===== config.mk =====
export PLATFORM = sky130hd
export DESIGN_NAME = wb_trace_fifo
export DESIGN_NICKNAME = d
export VERILOG_FILES = /design/src/rtl/wb_trace_fifo.sv
export SDC_FILE = /design/constraint.sdc
export NUM_CORES = 1
export LEC_CHECK = 0
export CAP_MARGIN = 20
export CORE_MARGIN = 1
export CORE_UTILIZATION = 49
export DETAILED_ROUTE_END_ITERATION = 6
export PLACE_DENSITY = 0.68
export SKIP_CTS_REPAIR_TIMING = 1
export SYNTH_ARGS = -nofsm -noshare
export SYNTH_HDL_FRONTEND = slang
export SYNTH_SLANG_ARGS = --single-unit

===== constraint.sdc =====
create_clock -name clk -period 10.6 [get_ports clk]
set_input_delay 1.06 -clock clk [delete_from_list [all_inputs] [get_ports clk]]
set_output_delay 1.06 -clock clk [all_outputs]
set_load 0.02 [all_outputs]

===== src/rtl/wb_trace_fifo.sv =====
// ----------------------------------------------------------------------------
// wb_trace_fifo
//
// Records every architectural register write-back retired by the WB stage as
// an ordered trace. Each qualifying write (wb_en=1, destination not XZR) gets a
// sequence number and is buffered in a first-word-fall-through FIFO that
// drains over a valid/ready port. When the FIFO is full and nothing drains,
// the event is dropped. A drop sets the sticky overflow flag and bumps a
// saturating drop counter. The sequence number still advances on a drop, so
// gaps in out_seq show where events were lost.
//
// Optional feature, selected by the macro WB_TRACE_MATCH_EN:
//   adds match_data (in) and match_hit (out). match_hit latches when a
//   qualifying event carries wb_data == match_data. Dropped events count too.
//
// Ports:
//   clk, rst     clock, synchronous active-high reset (clears seq as well)
//   flush        synchronous clear of FIFO contents and error state
//   wb_en        register-file write enable from WB
//   wb_reg       destination register index
//   wb_data      write-back data
//   match_data   value to watch for (WB_TRACE_MATCH_EN only)
//   match_hit    sticky match indicator (WB_TRACE_MATCH_EN only)
//   out_valid    head entry available
//   out_ready    consumer accepts the head entry
//   out_reg      head register index (0 when empty)
//   out_data     head data (0 when empty)
//   out_seq      head sequence number (0 when empty)
//   count        current occupancy
//   overflow     sticky, at least one event was dropped
//   drop_cnt     number of dropped events, saturating at 16'hFFFF
// ----------------------------------------------------------------------------
module wb_trace_fifo #(
    parameter int DEPTH = 8,
    parameter int WORD  = 64,
    parameter int SEQ_W = 16
) (
    input  logic                     clk,
    input  logic                     rst,
    input  logic                     flush,
    input  logic                     wb_en,
    input  logic [4:0]               wb_reg,
    input  logic [WORD-1:0]          wb_data,
`ifdef WB_TRACE_MATCH_EN
    input  logic [WORD-1:0]          match_data,
    output logic                     match_hit,
`endif
    output logic                     out_valid,
    input  logic                     out_ready,
    output logic [4:0]               out_reg,
    output logic [WORD-1:0]          out_data,
    output logic [SEQ_W-1:0]         out_seq,
    output logic [$clog2(DEPTH):0]   count,
    output logic                     overflow,
    output logic [15:0]              drop_cnt
);

    localparam int AW = $clog2(DEPTH);
    localparam int CW = AW + 1;
    localparam logic [CW-1:0] FULL_COUNT = CW'(DEPTH);

    logic [4:0]       r_memReg  [DEPTH];
    logic [WORD-1:0]  r_memData [DEPTH];
    logic [SEQ_W-1:0] r_memSeq  [DEPTH];

    logic [AW-1:0]    r_wrPtr;
    logic [AW-1:0]    r_rdPtr;
    logic [CW-1:0]    r_count;
    logic [SEQ_W-1:0] r_seq;
    logic             r_overflow;
    logic [15:0]      r_dropCnt;

    logic w_live;
    logic w_event;
    logic w_full;
    logic w_pop;
    logic w_push;
    logic w_drop;

    // Flush and reset both swallow the same-cycle event, so nothing is
    // counted as an event, push or pop while either is high.
    assign w_live  = !rst && !flush;
    assign w_event = w_live && wb_en && (wb_reg != 5'd31);
    assign w_full  = (r_count == FULL_COUNT);
    assign w_pop   = w_live && (r_count != '0) && out_ready;
    // A full FIFO still accepts an event when the head leaves at the same edge.
    assign w_push  = w_event && (!w_full || w_pop);
    assign w_drop  = w_event && w_full && !w_pop;

    // Entry storage carries no reset: contents are only visible through the
    // out_* ports, and those are forced to 0 whenever the FIFO is empty.
    always_ff @(posedge clk) begin
        if (w_push) begin
            r_memReg[r_wrPtr]  <= wb_reg;
            r_memData[r_wrPtr] <= wb_data;
            r_memSeq[r_wrPtr]  <= r_seq;
        end
    end

    // Pointer, occupancy, sequence and drop bookkeeping. Flush clears the
    // buffer and the error state but keeps seq running, so a consumer can
    // still tell which events were lost across the flush.
    always_ff @(posedge clk) begin
        if (rst) begin
            r_wrPtr    <= '0;
            r_rdPtr    <= '0;
            r_count    <= '0;
            r_seq      <= '0;
            r_overflow <= 1'b0;
            r_dropCnt  <= '0;
        end else if (flush) begin
            r_wrPtr    <= '0;
            r_rdPtr    <= '0;
            r_count    <= '0;
            r_overflow <= 1'b0;
            r_dropCnt  <= '0;
        end else begin
            if (w_push) begin
                r_wrPtr <= r_wrPtr + 1'b1;
            end
            if (w_pop) begin
                r_rdPtr <= r_rdPtr + 1'b1;
            end
            case ({w_push, w_pop})
                2'b10:   r_count <= r_count + 1'b1;
                2'b01:   r_count <= r_count - 1'b1;
                default: r_count <= r_count;
            endcase
            if (w_event) begin
                r_seq <= r_seq + 1'b1;
            end
            if (w_drop) begin
                r_overflow <= 1'b1;
                if (r_dropCnt != 16'hFFFF) begin
                    r_dropCnt <= r_dropCnt + 1'b1;
                end
            end
        end
    end

`ifdef WB_TRACE_MATCH_EN
    logic r_matchHit;

    // Match is judged on every qualifying event, including ones that are
    // dropped, because the watcher cares that the value was produced.
    always_ff @(posedge clk) begin
        if (rst || flush) begin
            r_matchHit <= 1'b0;
        end else if (w_event && (wb_data == match_data)) begin
            r_matchHit <= 1'b1;
        end
    end

    assign match_hit = r_matchHit;
`endif

    assign out_valid = (r_count != '0);
    assign out_reg   = out_valid ? r_memReg[r_rdPtr]  : '0;
    assign out_data  = out_valid ? r_memData[r_rdPtr] : '0;
    assign out_seq   = out_valid ? r_memSeq[r_rdPtr]  : '0;
    assign count     = r_count;
    assign overflow  = r_overflow;
    assign drop_cnt  = r_dropCnt;

endmodule


==> parameters.txt <==
Parameter                              Value

Detailed routing
  Drt pass-1 iters    5
  Drt wl/cell    23.37 um
  Routed wire length    55330 um
  Vias per cell    5.622
  Initial detailed-routing violation count    836
  DR DRC count    0
  DRT antenna net count    0
  Number of vias in the routed layout    roughly 13000

Global route
  Initial antenna violation count    6
  Total track usage    19.83%
  Routing layer with the top usage in global route    met2
  Global route overflow    0
  Wire length of the first global-routing pass    84480 um
  Largest net degree at the start of global routing    91
  GR met2 Demand/Resource    32.12%
  Met1 usage    27.26%
  GR Layer Usage met3    4.266%
  Number of global-route vias before repair    between 10000 and 15000

Critical path
  Cell occurring most often along the worst timing path    sky130_fd_sc_hd__buf_12
  Maximum cell stage delay along the critical path    0.76 ns
  Required arrival time at the worst endpoint    roughly 9.5 ns
  WS Path Type    reg2out
  Worst reg2reg setup slack    between 6 and 7 ns
  Type of destination of the critical path    primary output
  Worst Path Arrival    between 4 and 5 ns
  R2r worst-path depth    6
  Slowest stage cell on the critical path    sky130_fd_sc_hd__dfxtp_4
  Launch instance of the worst register-to-register path    count[0]
  Worst Setup Start Kind    flop
  Worst r2r dst    r_memData[2][32]
  Maximum fanout along the worst path    90
  Cell chain of the critical path    buf_12 -> buf_4 -> buf_12 -> mux4_2 -> mux2i_1 -> nor2_1 -> clkdlybuf4s50_1

Synth
  Async SR Flop Fraction    0%
  Synth Flop Type    sky130_fd_sc_hd__edfxtp_1
  Yosys Warn Count    0
  Average size of a mapped cell    20.76 um2
  Number of nets in the synthesized netlist    1422
  Number of synthesized flops with an enable pin    680
  Register area share after synthesis    76.54%
  Gate count after technology mapping    1343
  Post-synthesis sequential element count    just over 700
  Mapped cell area    27880 um2
  Number of distinct standard cells referenced by the synthesized netlist    50

Layout
  Most common library cell in the layout ignoring fill and taps    sky130_fd_sc_hd__edfxtp_1
  Nets    about 1600
  Area growth from synthesis to layout    18.73%
  Number of filler instances in the final layout    4098
  Ratio of cells with drive above 1 in the final layout    19.91%
  Share of the core filled with cells    roughly three fifths
  Count of antenna diodes in the layout    0
  Commonest cells after routing, fill and taps aside    sky130_fd_sc_hd__edfxtp_1 (680), sky130_fd_sc_hd__clkdlybuf4s50_1 (180), sky130_fd_sc_hd__mux4_2 (170), sky130_fd_sc_hd__nor2_1 (122), sky130_fd_sc_hd__mux2i_1 (87)

Placed design
  Post-detailed-placement half-perimeter wirelength    29210 um
  Count of buffers inserted at the top-level ports    180
  GPL Wtd Cong    0.7826

Timing
  Summed negative setup slack over all endpoints    0 ns
  Worst slack on hold paths    between 0.4 and 0.5 ns
  Final critical path time including I/O delays and setup    5.490 ns
  Endpoints failing hold    0
  Clk_skew    0.01778 ns
  Max-Slew Margin vs Limit    26.75%
  RSZ-0062 raised after global routing    no
  Final-report max-slew violation count    0
  Share of the clock period used by the worst path after layout    51.80%
  F_max    0.1821 GHz
  Slew at the pin closest to its max-slew limit    1.099 ns
  Final-report setup violation count    0

Floorplan
  IO Pins    181
  Number of cell rows    87
  Total core area    56280 um2
  Starting density of the core    49.54%
  Y dimension of the die    240.5 um
  DIE AREA    57860 um2
  Die Span X    240.5 um

Hold path
  Worst Min Path Start    r_rdPtr[1]
  Instance count along the most critical hold path    2
  Worst Hold Class    reg2reg

Clocking
  Clock tree buffer depth    3
  TritonCTS clock tree    done
  Clock Sinks    approximately 730
  # H-tree levels    3
  Worst skew pair latency    0.60 ns
  Post-CTS clock slew at the launch and capture registers of the worst setup and hold paths    0.06 ns
  Total clock buffers created by CTS    74
  Clk Tree Root Cell    sky130_fd_sc_hd__clkbuf_16

Pwr
  Reported leakage power    roughly 10 nW
  IR Drop Worst-Case VDD    0.1088 mV
  Power per unit of standard cell area    between 150 and 200 nW/um2

Outcome
  Outcome    finished clean

Flow run
  Max-cap violations    0
==> cell families after synthesis <==
logic type / synth area share (%)
mux: 16.90
fa+ha+maj: 0.2244
flops: 76.54
compound gates: 0.9693
xor+xnor: 0.7853
simple gates: 3.491
buf+inv: 1.095
==> cells in the mapped netlist, types with 3 or more instances <==
| cell type | n | share of area (%) |
|---|---|---|
| sky130_fd_sc_hd__nor3_1 | 5 | 0.090 |
| sky130_fd_sc_hd__or2_2 | 3 | 0.067 |
| sky130_fd_sc_hd__edfxtp_1 | 680 | 73 |
| sky130_fd_sc_hd__inv_1 | 6 | 0.081 |
| sky130_fd_sc_hd__xnor2_1 | 8 | 0.25 |
| sky130_fd_sc_hd__nand3_1 | 15 | 0.27 |
| sky130_fd_sc_hd__mux4_2 | 170 | 14 |
| sky130_fd_sc_hd__ha_1 | 5 | 0.22 |
| sky130_fd_sc_hd__nand4_1 | 13 | 0.29 |
| sky130_fd_sc_hd__and3_1 | 3 | 0.067 |
| sky130_fd_sc_hd__dfxtp_1 | 46 | 3.3 |
| sky130_fd_sc_hd__a211oi_1 | 5 | 0.13 |
| sky130_fd_sc_hd__mux2i_1 | 87 | 3.1 |
| sky130_fd_sc_hd__or3_1 | 5 | 0.11 |
| sky130_fd_sc_hd__buf_2 | 19 | 0.34 |
| sky130_fd_sc_hd__xor2_1 | 17 | 0.53 |
| sky130_fd_sc_hd__nand2_1 | 28 | 0.38 |
| sky130_fd_sc_hd__o21ai_0 | 10 | 0.18 |
| sky130_fd_sc_hd__nor2_1 | 128 | 1.7 |
| sky130_fd_sc_hd__buf_1 | 5 | 0.067 |
| sky130_fd_sc_hd__clkbuf_1 | 42 | 0.57 |
| sky130_fd_sc_hd__a21oi_1 | 8 | 0.14 |
==> worst max-delay path, delay by kind of cell, from the launching register on <==
| family | cells | cell delay, ns |
|---|---|---|
| buf+inv | 4 | 2.08 |
| flops | 1 | 0.76 |
| mux | 2 | 0.77 |
| simple gates | 1 | 0.09 |
==> power by group <==
group / switching [mW] / internal [mW]
Combinational: 0.129 / 0.102
Sequential: 0.00868 / 3.14
Clock: 1.03 / 1.59
==> final cells by class <==
type	instances	area (um2)	area share (%)
sequential	726	21350	64.50
multi-input combinational	543	6300	19.03
clock buffer	93	2017	6.093
timing repair buffer	202	2012	6.078
tap	756	945.9	2.857
clock inverter	41	451.7	1.364
inverter	7	26.28	0.07937
==> worst max-delay path by stage <==
stage                       endpoint  slack [ns]  cells past startpoint
CTS                     out_data[53]        4.77                      6
global route            out_data[53]        4.69                      7
floorplan            r_memData[0][0]        2.06                      6
global placement    r_memData[5][32]        5.18                      5
detailed placement  r_memData[5][32]        5.07                      5
finish                  out_data[53]        5.11                      7
==> flip-flops by register name, summed over array words and instances (netlist names), named ones only <==
register and cells:
count 4, drop_cnt 16, overflow 1, r_memData 512, r_memReg 40, r_memSeq 128
r_rdPtr 3, r_seq 16, r_wrPtr 3
==> stage by stage <==
stage	power [mW]	instances	setup WS [ns]	cell area [um2]
after floorplan	3.318	1343	2.058	27880
after global placement	3.439	2232	5.184	30590
after global routing	6.183	2368	4.689	33100
final	6.003	2368	5.110	33100
after detailed placement	3.443	2232	5.075	30590
after CTS	6.062	2366	4.768	33060
==> per-layer routing <==
metal	up-vias	part of all wire (%)
met5	-	0.12
met4	12	1.8
met3	84	5.7
met2	372	49
met1	6943	44
li1	5901	-
Power figures use the tool's default switching activity.
